File: config.mk
export PLATFORM = sky130hd
export DESIGN_NAME = ibex_xif_offload_ctrl_flat
export DESIGN_NICKNAME = d
export VERILOG_FILES = /design/src/rtl/ibex_xif_offload_ctrl_if.sv /design/src/rtl/ibex_xif_offload_ctrl.sv /design/src/flat_wrapper.sv
export SDC_FILE = /design/constraint.sdc
export NUM_CORES = 1
export LEC_CHECK = 0
export BUFFER_PORTS_ARGS = -buffer_cell sky130_fd_sc_hd__buf_4
export CORE_AREA = 2 2 158 160
export CTS_CLUSTER_DIAMETER = 50
export DETAILED_ROUTE_END_ITERATION = 7
export DIE_AREA = 0 0 160 162
export PLACE_DENSITY_LB_ADDON = 0.3
export SLEW_MARGIN = 20
export SYNTH_ARGS = -nofsm -noshare
export SYNTH_HDL_FRONTEND = slang
export SYNTH_SLANG_ARGS = --single-unit
File: constraint.sdc
create_clock -name clk_i -period 2.6 [get_ports clk_i]
set_input_delay 0.78 -clock clk_i [delete_from_list [all_inputs] [get_ports clk_i]]
set_output_delay 0.78 -clock clk_i [all_outputs]
set_load 0.005 [all_outputs]
File: src/rtl/ibex_xif_offload_ctrl_if.sv
// ibex_xif_offload_ctrl_if
//   Extension-interface channels between the offload controller and the
//   accelerator: request (q), accept/writeback decision (k) and result (p).
//   master: offload controller side; slave: accelerator side.
//   q_*  request channel (valid/ready, instruction, operands, operand valids,
//        rd_clean)
//   k_*  decision, sampled together with the q handshake
//   p_*  response channel (valid/ready, rd, data, error)
interface ibex_xif_offload_ctrl_if;
  logic        q_valid;
  logic [31:0] q_instr_data;
  logic [31:0] q_rs1;
  logic [31:0] q_rs2;
  logic [31:0] q_rs3;
  logic [2:0]  q_rs_valid;
  logic        q_rd_clean;
  logic        q_ready;
  logic        k_writeback;
  logic        k_accept;
  logic        p_valid;
  logic [4:0]  p_rd;
  logic [31:0] p_data;
  logic        p_error;
  logic        p_ready;

  modport master (
    output q_valid, q_instr_data, q_rs1, q_rs2, q_rs3, q_rs_valid, q_rd_clean,
    input  q_ready, k_writeback, k_accept,
    input  p_valid, p_rd, p_data, p_error,
    output p_ready
  );

  modport slave (
    input  q_valid, q_instr_data, q_rs1, q_rs2, q_rs3, q_rs_valid, q_rd_clean,
    output q_ready, k_writeback, k_accept,
    output p_valid, p_rd, p_data, p_error,
    input  p_ready
  );
endinterface

File: src/rtl/ibex_xif_offload_ctrl.sv
// ibex_xif_offload_ctrl
//   Offloads instructions from the ID stage to an external accelerator,
//   tracks in-flight register writebacks in a 32-entry scoreboard, stalls on
//   register hazards or when MaxOutstanding writebacks are pending, and
//   forwards accelerator results to the register-file write port.
//
// Ports
//   clk_i, rst_ni            clock, asynchronous active-low reset
//   off_req_i, off_instr_i   offload request (held until off_done_o) and word
//   off_rs1_i..off_rs3_i     operand values
//   off_done_o/illegal_o     handshake-cycle pulse, rejected flag
//   off_stall_o              request blocked by hazard or full scoreboard
//   acc_x                    extension interface (master modport)
//   wb_valid_o/rd_o/data_o   registered register-file write
//   wb_err_o                 registered pulse: error or spurious response
//   perf_*_cnt_o             performance counters
//
// Build option
//   IBEX_XIF_PERF_CNT_EN  when defined, instantiates the offload/stall
//                         counters; otherwise both counter ports read 0.
//
// state | meaning
// IDLE  | no offload in progress
// STALL | offload waiting on a register hazard or a full scoreboard
// ISSUE | request presented on q, waiting for q_ready
module ibex_xif_offload_ctrl #(
  parameter int unsigned MaxOutstanding = 4,
  parameter bit          TernaryOps     = 1'b0
) (
  input  logic                           clk_i,
  input  logic                           rst_ni,
  input  logic                           off_req_i,
  input  logic [31:0]                    off_instr_i,
  input  logic [31:0]                    off_rs1_i,
  input  logic [31:0]                    off_rs2_i,
  input  logic [31:0]                    off_rs3_i,
  output logic                           off_done_o,
  output logic                           off_illegal_o,
  output logic                           off_stall_o,
  ibex_xif_offload_ctrl_if.master        acc_x,
  output logic                           wb_valid_o,
  output logic [4:0]                     wb_rd_o,
  output logic [31:0]                    wb_data_o,
  output logic                           wb_err_o,
  output logic [31:0]                    perf_offload_cnt_o,
  output logic [31:0]                    perf_stall_cnt_o
);

  typedef enum logic [1:0] {IDLE, STALL, ISSUE} state_e;

  state_e      state_q;
  logic [31:0] busy_q;   // bit 0 is never set: x0 has no writeback to wait on
  logic [31:0] busy_d;
  logic [3:0]  cnt_q;
  logic [3:0]  cnt_d;

  logic [4:0] rs1, rs2, rs3, rd;
  logic       issue, hazard, q_hs, sb_set, p_hit, p_spurious;

  assign rs1 = off_instr_i[19:15];
  assign rs2 = off_instr_i[24:20];
  assign rs3 = off_instr_i[31:27];
  assign rd  = off_instr_i[11:7];

  // rd is checked too (WAW) so that rd_clean can be promised on every request
  assign hazard = busy_q[rs1] | busy_q[rs2] | (TernaryOps & busy_q[rs3]) |
                  busy_q[rd] | (cnt_q == 4'(MaxOutstanding));

  assign issue  = (state_q == ISSUE);
  assign q_hs   = issue & acc_x.q_ready;
  assign sb_set = q_hs & acc_x.k_accept & acc_x.k_writeback & (rd != 5'd0);

  assign acc_x.q_valid      = issue;
  assign acc_x.q_instr_data = issue ? off_instr_i : '0;
  assign acc_x.q_rs1        = issue ? off_rs1_i : '0;
  assign acc_x.q_rs2        = issue ? off_rs2_i : '0;
  assign acc_x.q_rs3        = issue ? off_rs3_i : '0;
  assign acc_x.q_rs_valid   = issue ? {TernaryOps, 2'b11} : 3'b000;
  assign acc_x.q_rd_clean   = issue;

  assign off_done_o    = q_hs;
  assign off_illegal_o = q_hs & ~acc_x.k_accept;
  assign off_stall_o   = (state_q == STALL);

  assign acc_x.p_ready = (cnt_q != 4'd0);
  assign p_hit         = acc_x.p_valid & acc_x.p_ready & busy_q[acc_x.p_rd];
  // A response for a register nobody is waiting on (including anything that
  // arrives after a reset wiped the scoreboard) is flagged whether or not
  // p_ready happens to be high.
  assign p_spurious    = acc_x.p_valid & ~busy_q[acc_x.p_rd];

  // set and clear never hit the same rd: the WAW check keeps rd off the
  // request while it is still busy
  always_comb begin
    busy_d = busy_q;
    if (sb_set) busy_d[rd] = 1'b1;
    if (p_hit)  busy_d[acc_x.p_rd] = 1'b0;
    cnt_d = cnt_q;
    if (sb_set && !p_hit) cnt_d = cnt_q + 4'd1;
    if (!sb_set && p_hit) cnt_d = cnt_q - 4'd1;
  end

  always_ff @(posedge clk_i or negedge rst_ni) begin
    if (!rst_ni) begin
      state_q    <= IDLE;
      busy_q     <= '0;
      cnt_q      <= '0;
      wb_valid_o <= 1'b0;
      wb_rd_o    <= '0;
      wb_data_o  <= '0;
      wb_err_o   <= 1'b0;
    end else begin
      busy_q     <= busy_d;
      cnt_q      <= cnt_d;
      wb_valid_o <= p_hit & ~acc_x.p_error;
      wb_rd_o    <= (p_hit & ~acc_x.p_error) ? acc_x.p_rd : 5'd0;
      wb_data_o  <= (p_hit & ~acc_x.p_error) ? acc_x.p_data : 32'd0;
      wb_err_o   <= (p_hit & acc_x.p_error) | p_spurious;
      unique case (state_q)
        IDLE:    if (off_req_i) state_q <= hazard ? STALL : ISSUE;
        STALL: begin
          if (!off_req_i)   state_q <= IDLE;
          else if (!hazard) state_q <= ISSUE;
        end
        // a completed handshake wins over a dropped request
        ISSUE:   if (q_hs || !off_req_i) state_q <= IDLE;
        default: state_q <= IDLE;
      endcase
    end
  end

`ifdef IBEX_XIF_PERF_CNT_EN
  logic [31:0] perf_off_q;
  logic [31:0] perf_stall_q;

  always_ff @(posedge clk_i or negedge rst_ni) begin
    if (!rst_ni) begin
      perf_off_q   <= '0;
      perf_stall_q <= '0;
    end else begin
      if (q_hs && acc_x.k_accept) perf_off_q <= perf_off_q + 32'd1;
      if (state_q == STALL)       perf_stall_q <= perf_stall_q + 32'd1;
    end
  end

  assign perf_offload_cnt_o = perf_off_q;
  assign perf_stall_cnt_o   = perf_stall_q;
`else
  assign perf_offload_cnt_o = '0;
  assign perf_stall_cnt_o   = '0;
`endif

endmodule

File: src/flat_wrapper.sv
// flat-port wrapper written by rule: the top's interface ports become plain ports
module ibex_xif_offload_ctrl_flat 
#(
  parameter int unsigned MaxOutstanding = 4,
  parameter bit          TernaryOps     = 1'b0
)
  (clk_i, rst_ni, off_req_i, off_instr_i, off_rs1_i, off_rs2_i, off_rs3_i, off_done_o, off_illegal_o, off_stall_o, wb_valid_o, wb_rd_o, wb_data_o, wb_err_o, perf_offload_cnt_o, perf_stall_cnt_o, acc_x_q_valid, acc_x_q_instr_data, acc_x_q_rs1, acc_x_q_rs2, acc_x_q_rs3, acc_x_q_rs_valid, acc_x_q_rd_clean, acc_x_q_ready, acc_x_k_writeback, acc_x_k_accept, acc_x_p_valid, acc_x_p_rd, acc_x_p_data, acc_x_p_error, acc_x_p_ready);
  ibex_xif_offload_ctrl_if acc_x_i ();
  input  logic clk_i;
  input  logic rst_ni;
  input  logic off_req_i;
  input  logic [31:0] off_instr_i;
  input  logic [31:0] off_rs1_i;
  input  logic [31:0] off_rs2_i;
  input  logic [31:0] off_rs3_i;
  output logic off_done_o;
  output logic off_illegal_o;
  output logic off_stall_o;
  output logic wb_valid_o;
  output logic [4:0] wb_rd_o;
  output logic [31:0] wb_data_o;
  output logic wb_err_o;
  output logic [31:0] perf_offload_cnt_o;
  output logic [31:0] perf_stall_cnt_o;
  output wire logic [$bits(acc_x_i.q_valid)-1:0] acc_x_q_valid;
  output wire logic [$bits(acc_x_i.q_instr_data)-1:0] acc_x_q_instr_data;
  output wire logic [$bits(acc_x_i.q_rs1)-1:0] acc_x_q_rs1;
  output wire logic [$bits(acc_x_i.q_rs2)-1:0] acc_x_q_rs2;
  output wire logic [$bits(acc_x_i.q_rs3)-1:0] acc_x_q_rs3;
  output wire logic [$bits(acc_x_i.q_rs_valid)-1:0] acc_x_q_rs_valid;
  output wire logic [$bits(acc_x_i.q_rd_clean)-1:0] acc_x_q_rd_clean;
  input wire logic [$bits(acc_x_i.q_ready)-1:0] acc_x_q_ready;
  input wire logic [$bits(acc_x_i.k_writeback)-1:0] acc_x_k_writeback;
  input wire logic [$bits(acc_x_i.k_accept)-1:0] acc_x_k_accept;
  input wire logic [$bits(acc_x_i.p_valid)-1:0] acc_x_p_valid;
  input wire logic [$bits(acc_x_i.p_rd)-1:0] acc_x_p_rd;
  input wire logic [$bits(acc_x_i.p_data)-1:0] acc_x_p_data;
  input wire logic [$bits(acc_x_i.p_error)-1:0] acc_x_p_error;
  output wire logic [$bits(acc_x_i.p_ready)-1:0] acc_x_p_ready;
  assign acc_x_q_valid = acc_x_i.q_valid;
  assign acc_x_q_instr_data = acc_x_i.q_instr_data;
  assign acc_x_q_rs1 = acc_x_i.q_rs1;
  assign acc_x_q_rs2 = acc_x_i.q_rs2;
  assign acc_x_q_rs3 = acc_x_i.q_rs3;
  assign acc_x_q_rs_valid = acc_x_i.q_rs_valid;
  assign acc_x_q_rd_clean = acc_x_i.q_rd_clean;
  assign acc_x_i.q_ready = acc_x_q_ready;
  assign acc_x_i.k_writeback = acc_x_k_writeback;
  assign acc_x_i.k_accept = acc_x_k_accept;
  assign acc_x_i.p_valid = acc_x_p_valid;
  assign acc_x_i.p_rd = acc_x_p_rd;
  assign acc_x_i.p_data = acc_x_p_data;
  assign acc_x_i.p_error = acc_x_p_error;
  assign acc_x_p_ready = acc_x_i.p_ready;
  ibex_xif_offload_ctrl #(.MaxOutstanding(MaxOutstanding), .TernaryOps(TernaryOps)) u_core (.clk_i(clk_i), .rst_ni(rst_ni), .off_req_i(off_req_i), .off_instr_i(off_instr_i), .off_rs1_i(off_rs1_i), .off_rs2_i(off_rs2_i), .off_rs3_i(off_rs3_i), .off_done_o(off_done_o), .off_illegal_o(off_illegal_o), .off_stall_o(off_stall_o), .acc_x(acc_x_i), .wb_valid_o(wb_valid_o), .wb_rd_o(wb_rd_o), .wb_data_o(wb_data_o), .wb_err_o(wb_err_o), .perf_offload_cnt_o(perf_offload_cnt_o), .perf_stall_cnt_o(perf_stall_cnt_o));
endmodule
# ---- After elaboration in Yosys (flattened, before gate mapping)
# Cells that the tools add are included.
# Widths: inputs -> output; s select.
dict set report classes {
  n_addsub 2
  multipliers 0
  div_mod_pow 0
  order_cmp 6
  eq_ne 6
  shift 0
  muxes 29
  n_bitwise 20
  n_reduce_logical 13
}
# cell count
set op_table {}
lappend op_table {{$mux 32} 7}
lappend op_table {{$and 32x32->32} 1}
lappend op_table {{$not 32->32} 1}
lappend op_table {{$or 32x32->32} 1}
lappend op_table {{$lt 5x6->1 const B} 4}
lappend op_table {{$bmux 1 s5} 4}
lappend op_table {{$mux 2} 6}
lappend op_table {{$and 1x1->1} 10}
lappend op_table {{$demux 1 s5} 2}
lappend op_table {{$ge 5x1->1 const B} 2}
lappend op_table {{$mux 4} 2}
lappend op_table {{$mux 1} 6}
lappend op_table {{$pmux 2 s3} 1}
lappend op_table {{$mux 5} 1}
lappend op_table {{$reduce_bool 5->1} 1}
lappend op_table {{$add 4x1->4 const B} 1}
lappend op_table {{$eq 4x3->1 const B} 1}
lappend op_table {{$logic_and 1x1->1} 4}
lappend op_table {{$ne 2x2->1 const B} 2}
lappend op_table {{$or 1x1->1} 4}
lappend op_table {{$reduce_bool 4->1} 1}
lappend op_table {{$sub 4x1->4 const B} 1}
lappend op_table {{$logic_not 1->1} 3}
lappend op_table {{$ne 3x3->1 const B} 1}
lappend op_table {{other kinds (7)} 9}
dict set report totals {
  ff_bits 77
  latchBits 0
  mem_bits_rw 0
  rom_bits 0
  input_bits 173
  output_inout_bits 240
  wordCells 83
  memories 0
}

# ---- Depth between registers and ports, before layout
# Gate-level depths: netlist (run 1).
dict set report depth {
  depth_word 8
  ltp_mapped 14
  ltp_nobuf 12
}

# ---- Worst setup path after synthesis (run 1)
# Ideal clock, no wire load.
dict set report synth_timing {
  kind {input port to flip-flop}
  from {input acc_x_p_rd[0]}
  to {register u_core.cnt_q[2]}
  setup_ns 0.125
  arrival_time_ns 3.166
  required_ns 2.475
  setup_slack_ns -0.691
  path_stages 13
  n_path_buf 2
  cell_sequence {buf_4 mux4_2 a221oi_2 and3_2 nor2_2 buf_2 ha_1 xor2_1 ha_1 a21oi_1 xor2_1 nor2_1 xor2_1}
}
dict set report synth_via {
  elab_chain_len 6
  elab_cells_between_ends 8
  cone_classes {mux: 3; bitwise: 1; reduce/logical: 4}
}
# item line_no
set synth_lines {}
lappend synth_lines {{start, declared} flat_wrapper.sv:36} ;# input wire logic [$bits(acc_x_i.p_rd)-1:0] acc_x_p_rd;
lappend synth_lines {{$bmux 1 s5 (*)} ibex_xif_offload_ctrl.sv:86} ;# assign p_hit = acc_x.p_valid & acc_x.p_ready & busy_q[acc_x.p_rd];
lappend synth_lines {{$mux 1 (implied by the code) (*)} ibex_xif_offload_ctrl.sv:86}
lappend synth_lines {{$and 1x1->1 (*)} ibex_xif_offload_ctrl.sv:86}
lappend synth_lines {{$logic_not 1->1} ibex_xif_offload_ctrl.sv:99} ;# if (sb_set && !p_hit) cnt_d = cnt_q + 4'd1;
lappend synth_lines {{$logic_and 1x1->1} ibex_xif_offload_ctrl.sv:99}
lappend synth_lines {{$reduce_bool 2->1 (no line)} -}
lappend synth_lines {{end signal, assigned} ibex_xif_offload_ctrl.sv:114} ;# cnt_q <= cnt_d;
lappend synth_lines {{end, declared} ibex_xif_offload_ctrl.sv:54} ;# logic [3:0] cnt_q;
# Mark *: on every way between the ends. The rest lies on a longest branch, timed or not. The select of a mux whose other input is x is not followed.
# A chain may end at the register's enable or synchronous reset.

# ---- Final worst setup path (run 1)
# Ends and elaborated chain as after synthesis.

==> results by group, run 1 <==
Layout
  – Final nets: 1156
  – Commonest non-fill, non-tap cell in the layout: buf_4
  – Fill cells: 2572
  – Area grow syn2layout: 64.3%
  – Commonest cells after routing, fill and taps aside: buf_4, and2_1, dfrtp_1
  – Final Util: 37.6%
  – Layout cell share with drive strength beyond 1: 48.1%
  – Final instance area: 9070 sq um

Logic synthesis
  – Count of unique library cells instantiated by Yosys: 46
  – Async SR Flop Fraction: 100%
  – Syn Inst Count: 593
  – Post-synthesis sequential element count: 77
  – Ys Warns: 0
  – Number of synthesized flops with an enable pin: 0
  – Main synth FF type: dfrtp_1
  – Avg Cell Area, Syn: 9.31 sq um
  – Post-synthesis sequential area ratio: 34.9%
  – Mapped cell area: 5520 sq um

Timing
  – Setup TNS: -0.488 ns
  – Relative slew slack: 52.6%
  – Setup violations, final: 3
  – Setup ws final: -0.224 ns
  – Final period util: 109%
  – Fin crit period: 2.82 ns
  – Hold Slack: 0.417 ns
  – Slew @ Worst Pin: 0.709 ns
  – Unrepaired setup endpoints after global routing: yes
  – Clk_skew: 0.00923 ns
  – Max Slew Vio Count: 0
  – Final hold vios: 0
  – Max Freq: 354 MHz

Worst setup path
  – Flop-to-flop setup slack: -0.04 ns
  – Worst R2R Path Depth: 12
  – Reg2reg end: u_core.cnt_q[2]$_DFFE_PN0P_
  – Reg2Reg Launch Point: u_core.busy_q[19]$_DFF_PN0_
  – CP Data Arrival Time: 3.03 ns
  – Worst setup SP type: input pin
  – Worst EP required: 2.81 ns
  – CP endpoint kind: flip-flop
  – Path type of the worst setup path: in2reg
  – Crit Path Max Fanout: 5

Clocking
  – CTS max path bufs: 2
  – Clock tree root driver cell: clkbuf_16
  – Clock Pin Slew Worst Setup and Hold Paths: 0.06 ns
  – Clk Latency, worst-skew pair: 0.33 ns
  – Htree depth: 3
  – TritonCTS buffer count: 9
  – TritonCTS clock tree: done
  – Hold buffer count at CTS: 0
  – Clk sinks: 77

Detailed routing
  – Drt wl/cell: 21.6 um
  – Metal3 WL: 2730 um
  – Vias/cell: 4.47
  – First-pass DRT Iterations: 4
  – Top sig layer: met5
  – Vias: 5868
  – Iteration-0 DRC Markers: 370
  – Met2 routed WL: 12900 um
  – # DRC: 0
  – Met1 WL: 12300 um
  – DRT Wirelength: 28400 um
  – Post-route ant nets: 0

GRT
  – Vias in the first global route: 5643
  – Global route total overflow: 0
  – First-pass GRT wire length: 39000 um
  – Largest net degree at the start of global routing: 135
  – Total GRT Usage: 20.8%
  – Initial antenna violation count: 12

Floorplan
  – CORE AREA: 24100 sq um
  – Rows: 57
  – Die X: 160 um
  – Num ports: 413
  – Die area: 25900 sq um
  – Starting density of the core: 22.9%
  – Die H: 162 um

Outcome
  – Status: complete, but fails checks
  – Failing checks: negative setup slack

Pwr
  – Reg power frac: 32.8%
  – Maximum VDD drop: 0.364 mV
  – Sw Share: 31.8%
  – Clock Power Share: 28.5%
  – Leak Pwr: 4.75 nW
  – Power Total: 0.00409 W
  – Int Pwr: 0.00279 W
  – Pwr dens: 451 nW/um^2
  – Switching power: 0.00130 W
  – Comb pwr share: 38.7%

Placement
  – RD Place Congestion: 0.905
  – Placed Area: 8680 sq um
  – Dpl hpwl: 24200 um
  – I/O Buffers: 347

Job
  – Max-Cap Viols: 0

Min path
  – Worst min path class: in2async
[flip-flops by register name, summed over array words and instances, names as in the netlist]
| signal | count |
|---|---|
| u_core.busy_q | 32 |
| u_core.wb_data_o | 32 |
| u_core.wb_rd_o | 5 |
| u_core.cnt_q | 4 |
| u_core.state_q | 2 |
| u_core.wb_err_o | 1 |
| u_core.wb_valid_o | 1 |
[power groups by stage]
| stage | clock network [W] | logic (W) | registers (W) |
|---|---|---|---|
| floorplan | 0 | 0.000683 | 0.00135 |
| CTS | 0.00121 | 0.00155 | 0.00134 |
| global route | 0.00125 | 0.00171 | 0.00135 |
| global placement | 0 | 0.00153 | 0.00136 |
| finish | 0.00116 | 0.00158 | 0.00134 |
| detailed placement | 0 | 0.00154 | 0.00136 |
[per-stage QoR]
stage,std cells,setup WS (ns)
global route,1311,-0.299
floorplan,657,-0.472
global placement,1286,-0.568
detailed placement,1286,-0.658
CTS,1302,-0.259
finish,1313,-0.224
[layer usage]
metal | up-vias | GRT usage [%]
met5 | - | 0
met4 | 4 | 5.28
met3 | 25 | 6.13
met2 | 324 | 32.6
met1 | 2831 | 28.1
li1 | 2684 | -
[cells by family after synthesis]
logic type               synth area share (%)
flip-flops                               34.9
XOR/XNOR                                0.793
other                                  0.0679
multiplexers                             12.8
AO/OA/AOI/OAI                            10.5
buffers and inverters                    13.2
AND/OR/NAND/NOR                          27.0
adder cells (fa/ha/maj)                 0.680
[critical path, stage by stage]
cell	delay, ns
buf_12	0.09
mux4_2	0.48
a22o_1	0.23
a221oi_2	0.18
and3_4	0.25
nor2_4	0.06
ha_4	0.16
xor2_1	0.14
ha_2	0.18
a21oi_2	0.12
xor2_1	0.16
nor2_1	0.07
xor2_1	0.13
[cell type report]
type / count / area (sq um) / share of cell area, %
repair buffers: 424 / 3240 / 35.8
multi-input cells: 464 / 3190 / 35.1
flip-flops and latches: 77 / 1930 / 21.2
well taps: 324 / 405 / 4.47
clock buffers: 11 / 243 / 2.68
clock inverters: 4 / 32.5 / 0.359
inverters: 4 / 17.5 / 0.193
diodes: 5 / 12.5 / 0.138
[cell usage after synthesis (3+ instances only)]
cell type / instances / area (sq um)
and2_1: 169 / 1060
buf_2: 8 / 40.0
nand3b_1: 3 / 22.5
ha_1: 3 / 37.5
mux2i_1: 30 / 300
nor3_1: 3 / 15.0
buf_1: 5 / 18.8
and3_1: 4 / 25.0
mux4_2: 17 / 383
o22ai_1: 5 / 31.3
buf_6: 3 / 33.8
a22oi_1: 7 / 52.6
nor3b_1: 5 / 37.5
clkbuf_1: 26 / 97.6
nand2_1: 19 / 71.3
nor2_1: 9 / 33.8
xor2_1: 4 / 35.0
nor2b_1: 13 / 81.3
dfrtp_1: 77 / 1930
buf_4: 69 / 518
nand2b_1: 3 / 18.8
a31oi_1: 37 / 231
a211oi_1: 3 / 22.5
a21oi_1: 31 / 155
o21ai_0: 3 / 15.0
nand3_1: 9 / 45.0
inv_1: 4 / 15.0
[how the worst max path moves through the flow]
stage | from | to | slack [ns]
2_1_floorplan | acc_x_p_rd[0] | u_core.cnt_q[2]$_DFFE_PN0P_ | -0.47
6_report | acc_x_p_rd[0] | u_core.cnt_q[2]$_DFFE_PN0P_ | -0.22
4_1_cts | acc_x_p_rd[0] | u_core.cnt_q[2]$_DFFE_PN0P_ | -0.26
3_3_place_gp | acc_x_p_rd[0] | u_core.cnt_q[3]$_DFFE_PN0P_ | -0.57
5_1_grt | acc_x_p_rd[0] | u_core.cnt_q[3]$_DFFE_PN0P_ | -0.30
3_5_place_dp | acc_x_p_rd[0] | u_core.cnt_q[3]$_DFFE_PN0P_ | -0.66
[timing repair]
item                       in CTS  in global routing
gates cloned                    0                  2
setup endpoints to repair      40                  6
setup buffers                   1                  3
hold endpoints to repair        0                  0
pin swaps                      16                  8
resized for setup               6                  3
Note: power is estimated with default switching activity, not from simulation.
==> inputs of run 2 (changes only) <==
REMOVE_ABC_BUFFERS = 1   (was unset)
==> results by group, run 2 (synthesis gave the netlist of run 1 again) <==
Outcome
  – Failing checks: negative setup slack
  – Status: complete, but fails checks

Pwr
  – Leak Pwr: 4.77 nW (+0.29%)
  – Pwr dens: 455 nW/um^2 (+1.1%)
  – Maximum VDD drop: 0.383 mV (+5.2%)

Detailed routing
  – Met2 routed WL: 12000 um (-7.4%)
  – DRT Wirelength: 24500 um (-14%)
  – Metal3 WL: 2150 um (-21%)
  – Vias: 5725 (-2.4%)
  – Post-route ant nets: 0 (unchanged)
  – Vias/cell: 4.37 (-2.3%)
  – # DRC: 0 (unchanged)
  – Drt wl/cell: 18.7 um (-14%)
  – Top sig layer: met5
  – Iteration-0 DRC Markers: 293 (-21%)
  – First-pass DRT Iterations: 5 (+1)
  – Met1 WL: 10100 um (-18%)

Worst setup path
  – Worst path most repeated cell: xor2_1
  – CP Data Arrival Time: 3.07 ns (+0.04 ns)
  – Crit Path Max Fanout: 5 (unchanged)
  – Worst Path Buf+Inv: 1 (unchanged)
  – Top delay family on crit path: compound AO/OA/AOI/OAI gates
  – Worst setup SP type: input pin
  – CP endpoint kind: flip-flop
  – Path type of the worst setup path: in2reg
  – Slowest-stage cell, CP: mux4_2
  – Crit-path cells: buf_12 > mux4_2 > a22o_1 > a221oi_2 > and3_4 > nor2_4 > ha_4 > xor2_1 > ha_2 > a21oi_2 > xor2_1 > nor2_1 > xor2_1
  – Worst EP required: 2.82 ns (about the same)
  – CP peak stage delay: 0.48 ns (about the same)

Layout
  – Layout cell share with drive strength beyond 1: 47.8% (-0.25 points)
  – Final instance area: 9080 sq um (+0.11%)
  – Commonest non-fill, non-tap cell in the layout: buf_4
  – Non-filler cells, final: 1311 (-0.15%)
  – Area grow syn2layout: 64.5%
  – Final nets: 1156 (unchanged)
  – Storage cell area: 1930 sq um (unchanged)
  – Fill cells: 2527 (-1.7%)
  – Multi-input combinational cell area: 3170 sq um (-0.63%)
  – Commonest cells after routing, fill and taps aside: buf_4, and2_1, dfrtp_1
  – Largest regs: u_core.busy_q x32, u_core.wb_data_o x32, u_core.wb_rd_o x5

Timing
  – Clk_skew: 0.00832 ns (-0.000907 ns)
  – Slew @ Worst Pin: 0.563 ns (-0.146 ns)
  – Setup violations, final: 3 (unchanged)
  – Max Freq: 351 MHz (-1.0%)
  – Fin crit period: 2.85 ns (+0.0293 ns)
  – Unrepaired setup endpoints after global routing: yes
  – Final period util: 110% (+1.1 points)
  – Relative slew slack: 62.4% (+9.9 points)
  – Max Slew Vio Count: 0 (unchanged)
  – Final hold vios: 0 (unchanged)
  – Setup ws final: -0.253 ns (-0.0293 ns)

GRT
  – First-pass GRT wire length: 34600 um (-11%)
  – Global route total overflow: 0 (unchanged)
  – Total GRT Usage: 17.6% (-3.1 points)
  – Initial antenna violation count: 3 (-9)
  – Vias in the first global route: 5604 (-0.69%)
  – Largest net degree at the start of global routing: 135 (unchanged)

Floorplan
  – Rows: 57 (unchanged)
  – Die X: 160 um (unchanged)
  – Num ports: 413 (unchanged)
  – Die area: 25900 sq um (unchanged)
  – Starting density of the core: 22.9% (unchanged)
  – CORE AREA: 24100 sq um (unchanged)
  – Die H: 162 um (unchanged)

Clocking
  – Hold buffer count at CTS: 0 (unchanged)
  – Clock tree root driver cell: clkbuf_16
  – Htree depth: 3 (unchanged)
  – Clock Pin Slew Worst Setup and Hold Paths: 0.07 ns (about the same)
  – TritonCTS clock tree: done
  – Clk Latency, worst-skew pair: 0.34 ns (about the same)
  – CTS max path bufs: 2 (unchanged)
  – TritonCTS buffer count: 9 (unchanged)
  – Clk sinks: 77 (unchanged)

Job
  – Max-Cap Viols: 0 (unchanged)

Placement
  – Placed instance count: 1288 (+0.16%)
  – RD Place Congestion: 0.883 (-2.5%)
  – Placed Area: 8650 sq um (-0.36%)
  – Dpl hpwl: 20500 um (-15%)
  – I/O Buffers: 347 (unchanged)

Min path
  – Worst min path class: in2async
==> run 2: where the power goes <==
part / switching, W / internal, W / total, W / leakage (nW)
logic: 0.000683 / 0.000824 / 0.00151 / 3.56
clock network: 0.000532 / 0.000759 / 0.00129 / 0.149
registers: 0.0000680 / 0.00127 / 0.00134 / 1.06
total: 0.00128 / 0.00285 / 0.00413 / 4.77
==> run 2: final cells by class <==
| class | count | share of cell area, % |
|---|---|---|
| diodes | 2 | 0.0551 |
| clock buffers | 9 | 2.48 |
| clock inverters | 7 | 0.882 |
| inverters | 4 | 0.165 |
| multi-input cells | 464 | 34.9 |
| flip-flops and latches | 77 | 21.2 |
| well taps | 324 | 4.46 |
| repair buffers | 424 | 35.8 |
==> run 2: path summary, 6_finish.rpt <==
| check | start | endpoint | slack, ns | cells after the start |
|---|---|---|---|---|
| setup / recovery | acc_x_p_rd[0] | u_core.cnt_q[2]$_DFFE_PN0P_ | -0.25 | 13 |
| hold / removal | rst_ni | u_core.wb_data_o[12]$_DFF_PN0_ | 0.43 | 1 |
| max in group asynchronous | rst_ni | u_core.busy_q[15]$_DFF_PN0_ | 1.59 | 2 |
| setup reg to reg | u_core.busy_q[19]$_DFF_PN0_ | u_core.cnt_q[2]$_DFFE_PN0P_ | -0.08 | 12 |
| min in group clk_i | u_core.cnt_q[3]$_DFFE_PN0P_ | u_core.cnt_q[3]$_DFFE_PN0P_ | 0.46 | 1 |
| hold reg to reg | u_core.cnt_q[3]$_DFFE_PN0P_ | u_core.cnt_q[3]$_DFFE_PN0P_ | 0.46 | 1 |
==> run 2: per-layer routing <==
layer | vias to the layer above | track usage [%]
met5 | - | 0
met4 | 2 | 3.64
met3 | 20 | 5.21
met2 | 298 | 30.4
met1 | 2734 | 22.0
li1 | 2671 | -
==> run 2: timing repair <==
action,in CTS,in global routing
gates cloned,0,1
endpoints found under the setup margin,3,4
pin swaps,9,6
gates resized for setup,14,3
setup buffers,3,1
==> run 2: through the flow <==
step	hold WS (ns)	util (%)	power [W]	setup slack [ns]	TNS, ns
floorplan	0.443	-	0.00187	-2.52	-319.86
global placement	0.462	35.9	0.00281	-0.680	-8.11
detailed placement	0.461	35.9	0.00283	-0.741	-10.35
CTS	0.438	37.5	0.00415	-0.209	-0.493
global route	0.471	37.7	0.00438	-0.349	-0.877
finish	0.427	37.7	0.00413	-0.253	-0.602
